**src/rtl/icache_responder.sv**
```systemverilog
// Direct-mapped, one-word-per-block read-only instruction cache with a two-state miss-fill FSM.
// Optional hit/fill statistics counters are compiled in when ICACHE_STATS_EN is defined.
module icache_responder #(
  parameter  int NFRAMES = 16,
  localparam int IDX_W   = $clog2(NFRAMES),
  localparam int TAG_W   = 30 - IDX_W
) (
  input  logic        CLK,
  input  logic        nRST,
  input  logic        imemREN,
  input  logic [31:0] imemaddr,
  output logic        ihit,
  output logic [31:0] imemload,
  output logic        iREN,
  output logic [31:0] iaddr,
  input  logic        iwait,
  input  logic [31:0] iload,
`ifdef ICACHE_STATS_EN
  output logic [31:0] hit_count,
  output logic [31:0] miss_count,
`endif
  output logic        o_dbg_state
);

  typedef enum logic {IDLE = 1'b0, FILL = 1'b1} state_t;

  state_t             r_state;
  logic [NFRAMES-1:0] r_valid;
  logic [TAG_W-1:0]   r_tag_arr [NFRAMES];
  logic [31:0]        r_data    [NFRAMES];

  logic [TAG_W-1:0] w_tag;
  logic [IDX_W-1:0] w_idx;
  logic             w_match;
  logic             w_hit_idle;
  logic             w_fill_done;
  logic             w_unused_lsb;

  assign w_tag        = imemaddr[31:IDX_W+2];
  assign w_idx        = imemaddr[IDX_W+1:2];
  assign w_unused_lsb = ^imemaddr[1:0];

  assign w_match     = r_valid[w_idx] && (r_tag_arr[w_idx] == w_tag);
  assign w_hit_idle  = (r_state == IDLE) && imemREN && w_match;
  assign w_fill_done = (r_state == FILL) && !iwait;

  // iload only reaches the outputs on the fill completion cycle.
  assign ihit        = w_hit_idle || (w_fill_done && imemREN);
  assign imemload    = w_fill_done ? iload : (w_hit_idle ? r_data[w_idx] : 32'h0);
  assign iREN        = (r_state == FILL);
  assign iaddr       = iREN ? {imemaddr[31:2], 2'b00} : 32'h0;
  assign o_dbg_state = (r_state == FILL);

  // FILL doubles as the registered miss-pending flag; the fill is written
  // under whatever tag/index is live on the completion cycle.
  always_ff @(posedge CLK or negedge nRST) begin
    if (!nRST) begin
      r_state <= IDLE;
      r_valid <= '0;
    end else begin
      case (r_state)
        IDLE: begin
          if (imemREN && !w_match) r_state <= FILL;
        end
        FILL: begin
          if (!iwait) begin
            r_state        <= IDLE;
            r_valid[w_idx] <= 1'b1;
          end
        end
        default: r_state <= IDLE;
      endcase
    end
  end

  always_ff @(posedge CLK) begin
    if (w_fill_done) begin
      r_tag_arr[w_idx] <= w_tag;
      r_data[w_idx]    <= iload;
    end
  end

`ifdef ICACHE_STATS_EN
  always_ff @(posedge CLK or negedge nRST) begin
    if (!nRST) begin
      hit_count  <= 32'h0;
      miss_count <= 32'h0;
    end else begin
      if (w_hit_idle)  hit_count  <= hit_count + 32'h1;
      if (w_fill_done) miss_count <= miss_count + 32'h1;
    end
  end
`endif

endmodule

```
**config.mk**
```make
export PLATFORM = sky130hd
export DESIGN_NAME = icache_responder
export DESIGN_NICKNAME = d
export VERILOG_FILES = /design/src/rtl/icache_responder.sv
export SDC_FILE = /design/constraint.sdc
export NUM_CORES = 1
export LEC_CHECK = 0
export BUFFER_PORTS_ARGS = -buffer_cell sky130_fd_sc_hd__buf_2
export CORE_MARGIN = 1
export CORE_UTILIZATION = 52
export DETAILED_ROUTE_END_ITERATION = 12
export PLACE_DENSITY = 0.73
export SYNTH_ARGS = -nofsm -noshare
export SYNTH_HDL_FRONTEND = slang
export SYNTH_SLANG_ARGS = --single-unit
```
**constraint.sdc**
```tcl
create_clock -name CLK -period 8.8 [get_ports CLK]
set_input_delay 1.76 -clock CLK [delete_from_list [all_inputs] [get_ports CLK]]
set_output_delay 1.76 -clock CLK [all_outputs]
set_load 0.005 [all_outputs]
```
==> metrics.md <==
| Metric | Value |
|---|---|
| Outcome | `completed` |
| DIE AREA | `73490 µm²` |
| Cell taking the most area after synthesis | `edfxtp_1` |
| Finished Layout Cells | `2953` |
| Vias | `18680` |
| Starting Density | `0.5258` |
| P&R area growth vs syn | `12.36%` |
| Worst Hold Launch | `r_valid[4]` |
| Post-route minimum period | `about 7.5 ns` |
| Register area | `28290 µm²` |
| Ratio of cells with drive above 1 in the final layout | `0.2821` |
| Worst hold path endpoint | `r_valid[4]` |
| EDFF count, synth | `928` |
| Post-Synthesis Cell Area | `approximately 38000 µm²` |
| Crit path launch type | `primary input` |
| Drt wl/cell | `slightly below 30 µm` |
| DP HPWL | `roughly 44000 µm` |
| Number of global-route vias before repair | `between 15000 and 20000` |
| Most numerous cell in the Yosys netlist | `edfxtp_1` |
| Worst R2R Start | `r_tag_arr[11][24]` |
| Fmax | `0.1330 GHz` |
| Drt total wl | `86520 µm` |
| # H-tree levels | `3` |
| Die Y | `271.1 µm` |
| Antenna cell count | `0` |
| Top cells by count, synth | `edfxtp_1, mux4_2, mux2i_1` |
| Clock sinks | `~950` |
| Nets | `1998` |
| Routed Antenna Nets | `0` |
| Placeable Area | `71610 µm²` |
| Vias per cell | `6.325` |
| DRT iter0 DRCs | `2225` |
| Avg Cell Area, Syn | `21.43 µm²` |
| Worst skew pair latency | `0.63 ns` |
| Area share of the largest cell type after synthesis | `0.7401` |
| Initial antenna violation count | `4` |
| FILL cells | `5049` |
| Synth async-reset ratio | `0.01799` |
| Cells after DPL | `2785` |
| First-pass GRT wire length | `126800 µm` |
| Total of max-cap violations | `0` |
| CP arrival | `5.76 ns` |
| Final Wtd Congestion | `0.7634` |
| Largest net degree at the start of global routing | `90` |
| Seq/Total Area, Yosys | `0.7514` |
| Total GRT Usage | `0.2379` |
| Area of the multi-input gates | `8757 µm²` |
| Top_reg_cell synth | `edfxtp_1` |
| Slew Limit Fails | `0` |
| FF+latch count, synth | `roughly 950` |
| Fin crit share | `0.8542` |
| Worst Path Required | `7.04 ns` |
| Ranking of synthesized cells by area | `edfxtp_1, mux4_2, mux2i_1` |
| Synthesized instance count | `1757` |
| Setup Buffers After CTS | `0` |
| Setup TNS | `0 ns` |
| Distinct cell type count after synthesis | `61` |
| Static Leak | `0.01370 µW` |
| Clock buffer count from CTS | `93` |
| Peak VDD IR | `about 150 µV` |
| Least-Margin Pin Slew | `1.195 ns` |
| Largest buffer count on any clock path | `3` |
| Clock-pin slew on the worst setup and hold paths | `0.06 ns` |
| Site row count | `about 100` |
| R2r setup slk | `5.26 ns` |
| Worst Setup End Kind | `output port` |
| Post_cts resized | `0` |
| RSZ-0062 raised after global routing | `no` |
| Number of cells on the worst reg-to-reg path | `8` |
| Io pins | `~140` |
| CTS tree | `done` |
| Reg2Reg Capture Point | `iREN` |
| Hold-fix buffers, CTS | `0` |
| Min-delay worst type | `reg -> reg` |
| Kind of critical path | `in -> out` |
| Final-report hold violation count | `0` |
| I/O Buffers | `130` |
| Global route overflow | `0` |
| Pre-Repair DR Iteration Count | `7` |
| YS warnings | `0` |
| Worst hold stages | `1` |
| Worst-path fanout max | `31` |
| Setup violators final | `0` |
| Clk root buf | `clkbuf_16` |
| Die W | `271.1 µm` |
| Pwr Density | `about 220 nW/µm²` |
| Number of remaining DRC errors | `0` |
| Clock skew | `0.01427 ns` |
| Slew Limit Headroom | `0.2014` |
kinds of logic (layout without fill, tap and decap cells):
kind of cell | count (synthesis) | count (layout) | share of synthesized area
other | 1 | 2 | 0.00009959
and+or+nand+nor | 223 | 223 | 0.03183
AOI/OAI and AO/OA | 116 | 116 | 0.02047
DFF | 945 | 945 | 0.7514
xor gates and xnor gates | 33 | 33 | 0.007676
buffers and inverters | 110 | 355 | 0.01977
muxes | 329 | 329 | 0.1688
per-layer routing:
metal / track usage / wire length (µm)
met5: 0 / 49
met2: 0.3857 / 42620
met3: 0.04012 / 6916
met1: 0.3376 / 34930
met4: 0.06357 / 1995
power by group:
group          total, µW  internal (µW)  switching [µW]
Clock               3850           2210            1640
Combinational        595            239             356
Sequential          5030           5010            18.4
Total               9470           7460            2010
critical path, cell delays in order:
cell and delay (ns):
buf_8 0.31, buf_4 0.45, mux2i_1 0.15, a22o_1 0.27, o21ai_0 0.40, o2111ai_1 0.18
nor4_1 0.79, o2111ai_4 0.54, o21ai_0 0.64, buf_2 0.22
registers in the layout, summed over array words and instances (netlist names):
signal / flops
iREN: 1
r_tag_arr: 416
r_valid: 16
r_data: 512
worst max-delay path by stage:
stage	start	endpoint	cells past startpoint
CTS	imemaddr[2]	imemload[29]	10
detailed placement	imemaddr[2]	imemload[29]	10
floorplan	imemaddr[3]	r_valid[3]	8
finish	imemaddr[2]	imemload[31]	10
global placement	imemaddr[2]	imemload[29]	10
global route	imemaddr[2]	imemload[29]	10
final cells by class:
type / count / area share
Multi-Input combinational cell: 703 / 0.2070
Clock inverter: 53 / 0.01177
Clock buffer: 115 / 0.05796
Inverter: 11 / 0.001005
Tap cell: 950 / 0.02809
Timing Repair Buffer: 176 / 0.02546
Sequential cell: 945 / 0.6687
cell usage in the layout, fill, tap and decap left out, types with 3 or more instances in the layout:
master      count
clkinvlp_4      7
mux4_1         19
o22ai_1         7
buf_2         127
nand3_1         3
nand2b_1        3
inv_1           9
buf_4          42
clkbuf_1       20
xnor2_1        13
nor3_2          4
nor2_4         12
clkinv_1       21
nor3_1          4
dfrtp_1        16
nor2_1          9
edfxtp_1      928
a221oi_1        4
o21ai_0        13
mux2i_1        89
buf_12          5
a22oi_1        24
xor2_1         20
a22o_1          8
bufinv_16       8
and3_1          4
o2111ai_1       3
nand2_1        56
and2_1         32
or2_2          17
clkinv_2       14
nand4_1        33
clkbuf_16      95
a21oi_1         9
o21ai_1        30
nor2b_1        36
mux4_2        220
through the flow:
stage / utilization / power [µW] / instance area [µm²] / worst slack, ns / hold WS (ns)
floorplan: - / 5488 / 37660 / 1.184 / 0.4300
global placement: 0.5496 / 5698 / 39360 / 1.296 / 0.4430
detailed placement: 0.5496 / 5718 / 39360 / 1.275 / 0.4502
CTS: 0.5908 / 9529 / 42310 / 1.270 / 0.4639
global route: 0.5908 / 9723 / 42310 / 1.028 / 0.4816
finish: 0.5908 / 9475 / 42310 / 1.283 / 0.4638
Note: power is estimated with default switching activity, not from simulation.
